**src/rtl/mem_arbiter.sv**
```systemverilog
// rtl/mem_arbiter.sv - fetch/data arbiter for a single-port unified memory
// Optional abort-on-timeout is compiled in when MEM_ARB_TIMEOUT_EN is defined.
module mem_arbiter #(
  parameter int AW         = 32,
  parameter int DW         = 32,
  parameter int STARVE_MAX = 4,
  parameter int TIMEOUT    = 255
) (
  input  logic          clk,
  input  logic          rst,
  input  logic          if_req,
  input  logic [AW-1:0] if_addr,
  output logic [DW-1:0] if_rdata,
  output logic          if_done,
  output logic          if_err,
  input  logic          dm_req,
  input  logic          dm_we,
  input  logic [AW-1:0] dm_addr,
  input  logic [DW-1:0] dm_wdata,
  output logic [DW-1:0] dm_rdata,
  output logic          dm_done,
  output logic          dm_err,
  output logic          mem_req,
  output logic          mem_we,
  output logic [AW-1:0] mem_addr,
  output logic [DW-1:0] mem_wdata,
  input  logic          mem_gnt,
  input  logic          mem_rvalid,
  input  logic [DW-1:0] mem_rdata,
  output logic          stall_f,
  output logic          stall_m
);

  if (STARVE_MAX < 1 || TIMEOUT < 2) begin : g_bad_cfg
    $error("mem_arbiter: STARVE_MAX must be >= 1 and TIMEOUT >= 2");
  end

  localparam int SW = $clog2(STARVE_MAX + 1);

  typedef enum logic [1:0] {IDLE, REQ, WAIT, RESP} state_t;

  state_t        state;
  logic          own_dm;
  logic [SW-1:0] starve_cnt;
  logic          take_dm;

  // Data side wins a contested slot unless fetch has been passed over too often
  assign take_dm = dm_req & (~if_req | (starve_cnt != SW'(STARVE_MAX)));

  assign stall_f = if_req & ~if_done;
  assign stall_m = dm_req & ~dm_done;

`ifdef MEM_ARB_TIMEOUT_EN
  localparam int TW = $clog2(TIMEOUT);

  logic [TW-1:0] tmo_cnt;
  logic          tmo_hit;

  // Abort when the last allowed REQ/WAIT cycle passes without progress
  assign tmo_hit = ((state == REQ && !mem_gnt) || (state == WAIT && !mem_rvalid)) &&
                   (tmo_cnt == TW'(TIMEOUT - 1));

  // Count cycles spent in REQ+WAIT; held at zero while idle so each issue starts fresh
  always_ff @(posedge clk or negedge rst) begin
    if (!rst) begin
      tmo_cnt <= '0;
    end else if (state == REQ || state == WAIT) begin
      tmo_cnt <= tmo_cnt + 1'b1;
    end else begin
      tmo_cnt <= '0;
    end
  end
`else
  assign if_err = 1'b0;
  assign dm_err = 1'b0;
`endif

  // Transaction FSM: arbitrate in IDLE, hold request until grant, wait for response, pulse done
  always_ff @(posedge clk or negedge rst) begin
    if (!rst) begin
      state      <= IDLE;
      own_dm     <= 1'b0;
      starve_cnt <= '0;
      mem_req    <= 1'b0;
      mem_we     <= 1'b0;
      mem_addr   <= '0;
      mem_wdata  <= '0;
      if_rdata   <= '0;
      dm_rdata   <= '0;
      if_done    <= 1'b0;
      dm_done    <= 1'b0;
`ifdef MEM_ARB_TIMEOUT_EN
      if_err     <= 1'b0;
      dm_err     <= 1'b0;
`endif
    end else begin
      if_done <= 1'b0;
      dm_done <= 1'b0;
`ifdef MEM_ARB_TIMEOUT_EN
      if_err  <= 1'b0;
      dm_err  <= 1'b0;
`endif
      case (state)
        IDLE: begin
          if (if_req || dm_req) begin
            state   <= REQ;
            own_dm  <= take_dm;
            mem_req <= 1'b1;
            if (take_dm) begin
              mem_we    <= dm_we;
              mem_addr  <= dm_addr;
              mem_wdata <= dm_wdata;
              if (if_req && starve_cnt != SW'(STARVE_MAX)) starve_cnt <= starve_cnt + 1'b1;
            end else begin
              mem_we     <= 1'b0;
              mem_addr   <= if_addr;
              mem_wdata  <= '0;
              starve_cnt <= '0;
            end
          end
        end
        REQ: begin
          if (mem_gnt) begin
            state   <= WAIT;
            mem_req <= 1'b0;
          end
        end
        WAIT: begin
          if (mem_rvalid) begin
            state <= RESP;
            if (own_dm) begin
              dm_done  <= 1'b1;
              dm_rdata <= mem_we ? '0 : mem_rdata;
            end else begin
              if_done  <= 1'b1;
              if_rdata <= mem_rdata;
            end
          end
        end
        RESP: begin
          state    <= IDLE;
          if_rdata <= '0;
          dm_rdata <= '0;
        end
        default: state <= IDLE;
      endcase
`ifdef MEM_ARB_TIMEOUT_EN
      if (tmo_hit) begin
        state   <= RESP;
        mem_req <= 1'b0;
        if (own_dm) begin
          dm_done  <= 1'b1;
          dm_err   <= 1'b1;
          dm_rdata <= '0;
        end else begin
          if_done  <= 1'b1;
          if_err   <= 1'b1;
          if_rdata <= '0;
        end
      end
`endif
    end
  end

endmodule
```
**config.mk**
```make
export PLATFORM = sky130hd
export DESIGN_NAME = mem_arbiter
export DESIGN_NICKNAME = d
export VERILOG_FILES = /design/src/rtl/mem_arbiter.sv
export SDC_FILE = /design/constraint.sdc
export NUM_CORES = 1
export LEC_CHECK = 0
export ABC_AREA = 1
export BUFFER_PORTS_ARGS = -buffer_cell sky130_fd_sc_hd__buf_2
export CAP_MARGIN = 25
export CELL_PAD_IN_SITES_DETAIL_PLACEMENT = 0
export CELL_PAD_IN_SITES_GLOBAL_PLACEMENT = 1
export CORE_MARGIN = 10
export CORE_UTILIZATION = 34
export CTS_CLUSTER_DIAMETER = 100
export CTS_CLUSTER_SIZE = 16
export DETAILED_ROUTE_END_ITERATION = 10
export PLACE_DENSITY = 0.88
export SLEW_MARGIN = 20
export SYNTH_ARGS = -nofsm -noshare
export SYNTH_HDL_FRONTEND = slang
export SYNTH_SLANG_ARGS = --single-unit
```
**constraint.sdc**
```tcl
create_clock -name clk -period 1.7 [get_ports clk]
set_input_delay 0.17 -clock clk [delete_from_list [all_inputs] [get_ports clk]]
set_output_delay 0.17 -clock clk [all_outputs]
set_load 0.02 [all_outputs]
```
* Word level (Yosys, flattened, before mapping)
Index checks and enable logic that the tools add are counted.
** Word-level totals
- Flip-flop bits (word level) :: 138
- Output and inout port bits :: 136
- Logic and storage cells :: 65
** Operators by class
- $add $sub $neg :: 1
- Eq/ne operators :: 10
- Mux-type cells :: 25
- Bitwise operators :: 7
- Reduce and logical (&&, ||, !) cells :: 11
** Operators with widths (number)
- 32-bit two-way mux :: 7
- 32-bit one-hot mux with 2 select lines :: 2
- 3-bit AND reduction :: 5
- 2-bit inequality test, second input constant :: 5
- 1-bit two-way mux :: 9
- 2-bit one-hot mux with 4 select lines :: 1
- 2-bit two-way mux :: 3
- 3-bit two-way mux :: 2
- 2-bit == test, second input constant :: 2
- 2-bit nonzero test :: 2
- 3-bit by 1-bit adder with 3-bit output, second input constant :: 1
- 1-bit bitwise AND :: 3
- 3-bit inequality test, second input constant :: 1
- 1-bit NOT :: 3
- 2-bit by 1-bit == test with 1-bit output, second input constant :: 1
- 2-bit logical NOT :: 1
- 2-bit by 1-bit inequality test with 1-bit output, second input constant :: 1
- 1-bit one-hot mux with 2 select lines :: 1
- 2-bit AND reduction :: 1
- 1-bit logical AND :: 1
- 1-bit logical OR :: 1
- 1-bit OR :: 1

* Depth between registers and ports, before layout
- Depth in word-level cells :: 5
- Depth in mapped cells :: 9
- Mapped depth without buffers :: 8

* Worst setup path after synthesis
No wires, ideal clock.
- Path kind :: register to register
- Start :: reg state[0]
- End :: reg if_rdata[10]
- Setup time :: 133 ps
- Arrival time :: 1228 ps
- Slack :: 339 ps
- Cell stages (with the launch flop) :: 7
- Path buffers :: 2
- Path through :: dfrtp_1 inv_1 ha_1 nand3_1 buf_2 clkbuf_1 o21ai_0
** Between the ends
- Word-level cells in the longest chain between the ends :: 3
- Elaborated cells on any way between the ends :: 7
- Those cells by class :: eq/ne (4); mux (1); reduce/logical (2)
** RTL lines
- start, declared :: line 42 : state_t state;
- start signal, assigned :: line 81 : state <= IDLE;
- start signal, assigned :: line 106 : state <= REQ;
- start signal, assigned :: line 124 : state <= WAIT;
- 2-bit == test :: line 103 : case (state)
- 2-bit inequality test (no line) or 2-bit nonzero test (tied branches)
- 3-bit AND reduction (no line)
- end signal, assigned :: line 136 : if_rdata <= mem_rdata;
- end, declared :: line 13 : output logic [DW-1:0] if_rdata,
Several ways; a longest one is shown, not always the timed one.
A chain may end at the register's enable or synchronous reset.

* Final worst setup path
- Start :: reg state[0]
- End :: reg dm_rdata[10]
** Between the ends
- Word-level cells in the longest chain between the ends :: 3
- Elaborated cells on any way between the ends :: 7
- Those cells by class :: eq/ne (4); mux (1); reduce/logical (2)
** RTL lines
- 2-bit == test :: line 103
- 2-bit inequality test (no line) or 2-bit nonzero test (tied branches)
- 3-bit AND reduction (no line)
- end signal, assigned :: line 133 : dm_rdata <= mem_we ? '0 : mem_rdata;
- end, declared :: line 20 : output logic [DW-1:0] dm_rdata,
Several ways; a longest one is shown, not always the timed one.

==> impl_metrics.ini <==
[status]
status = finished clean

[die]
rows = 49
start_util_pct = 34.8
die_w_um = 156
core_area_um2 = 18100
fp.dieH_um = 156
pin_count = 271
die_area_um2 = 24400

[placed_design]
globalplace.congestion = 0.780
portBuffers = 268
dp_hpwl_um = 14400

[sta]
layout_min_cycle_time_ns = 1.51
finalSetupViolCount = 0
fin_skew_ns = 0.0134
maxSlewViolCount = 0
rsz0062_at_grt = false
timing.setup.tns_ns = 0
final-hold-violation-count = 0
max_freq_mhz = 662
finalCritPeriodShare_pct = 88.9

[setup_path]
crit_start = state[0]
cp_max_fo = 32
endpoint = dm_rdata[10]
ff2ff_setup_slack_ns = 0.19
cp_slowest_cell = dfrtp_1
start_kind = flip-flop
cp-end-kind = flip-flop
worstReg2RegStart = state[0]
cp_cell_sequence = inv_1, ha_1, inv_1, nand2_2, nand2_1, inv_2, clkbuf_16, nand2_1, o21ai_0
cp.required_ns = 2.02
critPathArrivalTime_ns = 1.83
r2r_end = dm_rdata[10]
worst-r2r-cell-count = 9
path_class = flip-flop to flip-flop
max_stage_delay_ns = 0.41

[synthesis]
syn_area_um2 = 6300
ys_types = 22
ys.flop_type = dfrtp_1
synth.yosys.seq_area_share_pct = 54.8
async_reset_ff_share_pct = 100
synth.avg_cell_area_um2 = 8.19
ys_warn_count = 0
synth_seq_cells = 138
synth_edf_count = 0
synthCells = 769

[cells_and_area]
area_growth_pct = 41.7
final_common_cell = buf_2
fin_nets = 1203
seq_area_um2 = 3450
drive_gt1_share_pct = 31.4
fillCellCount = 1755
multi_input_area_um2 = 2240
final_cell_mix = buf_2, nand2_1, dfrtp_1

[drt]
vias = 6001
drt_iter0_drc = 247
drt-total-wl_um = 20400
via_per_inst = 4.60
drt.antenna.violating_nets = 0
drc = 0
avgRoutedWirePerCell_um = 15.7
drt-pass1-iter-count = 4

[hold_path]
hp-class = primary input to flip-flop

[clock_tree]
clk_latency_ns = 0.41
cts_tree = built
clk_pin_slew_worst_paths_ns = 0.06
cts-root-buf = clkbuf_16
numCtsBuffers = 17
htreeDepth = 4
ctsLongestPathBuffers = 2
clock-sinks = 138

[power]
p_leak_nw = 5.17
p_total_mw = 16.9
peakVddDrop_v = 0.000800
powerDensity_nw_per_um2 = 1890

[global_route]
antenna_found_initial = 1
grt_pass1_wl_um = 32400
grt_max_degree = 66
grt_pass1_vias = 6091
overflow = 0
grt_usage_pct = 16.4

[job]
max-cap-violations = 0
## critical path: cells and delay by family, from the launching register on
family / cells / cell delay (ns)
adder cells (fa/ha/maj): 1 / 0.22
flip-flops: 1 / 0.41
AO/OA/AOI/OAI: 1 / 0.08
AND/OR/NAND/NOR: 3 / 0.22
buffers and inverters: 4 / 0.49
## kinds of logic (layout without fill, tap and decap cells)
family,after synthesis,in the layout,synth area share (%)
buffers and inverters,135,440,9.75
other,1,3,0.0595
adders and majority gates,6,6,1.19
DFF,138,138,54.8
and+or+nand+nor,420,420,28.6
AOI/OAI and AO/OA,69,69,5.54
## synth_stat cells, drive strengths merged, types with 2 or more instances
library cell | number | share of area (%)
nand2 | 279 | 17
dfrtp | 138 | 55
nand3 | 136 | 11
inv | 85 | 5.1
o21ai | 66 | 5.2
buf | 36 | 3.9
clkbuf | 14 | 0.83
ha | 6 | 1.2
nor2 | 3 | 0.30
nand4 | 2 | 0.20
## per-stage QoR
stage / area, um^2 / std cells / hold WS, ns / utilization (%) / worst slack (ns)
2_1_floorplan: 6300 / 770 / -0.126 / - / 0.339
6_report: 8930 / 1305 / 0.0132 / 49.4 / 0.189
4_1_cts: 8900 / 1303 / 0.00120 / 49.2 / 0.173
5_1_grt: 8920 / 1304 / 0.0167 / 49.3 / 0.0124
3_3_place_gp: 7910 / 1234 / 0.120 / 43.7 / 0.226
3_5_place_dp: 7910 / 1234 / 0.121 / 43.7 / 0.173
## cell type report
class	instances	area share, %
inverter	85	3.57
multi-input combinational	497	25.1
tap	229	3.21
sequential	138	38.7
timing repair buffer	323	22.5
antenna	1	0.0280
clock inverter	10	1.56
clock buffer	22	5.31
## registers in the layout (all words and copies together) (netlist names)
signal,cells
dm_done,1
if_done,1
dm_rdata,32
mem_addr,32
own_dm,1
mem_we,1
mem_req,1
if_rdata,32
starve_cnt,3
mem_wdata,32
state,2
## per-layer routing
layer | part of all wire, % | wire length [um] | track usage (%)
met1 | 40 | 8190 | 19.1
met2 | 48 | 9810 | 27.0
met3 | 10 | 2140 | 7.36
met4 | 1.4 | 276 | 3.96
met5 | 0.088 | 18 | 0
## where the power goes
group,internal (mW),switching (mW)
clock network,2.43,1.39
logic,2.54,5.04
registers,4.72,0.767
total,9.69,7.19
## what timing repair did
action | in CTS | in global routing
resized for setup | 0 | 1
hold endpoints to repair | 71 | 0
buffers inserted | 0 | 0
hold buffers | 37 | 0
setup endpoints to repair | 0 | 2
## worst min path at each step
stage	startpoint	end	cells after the start
final	mem_rdata[18]	if_rdata[18]	3
after floorplan	rst	dm_done	0
after global routing	mem_rdata[19]	if_rdata[19]	3
after global placement	rst	mem_addr[4]	1
after detailed placement	rst	mem_addr[4]	1
after CTS	mem_rdata[2]	if_rdata[2]	3
Note: power is estimated with default switching activity, not from simulation.
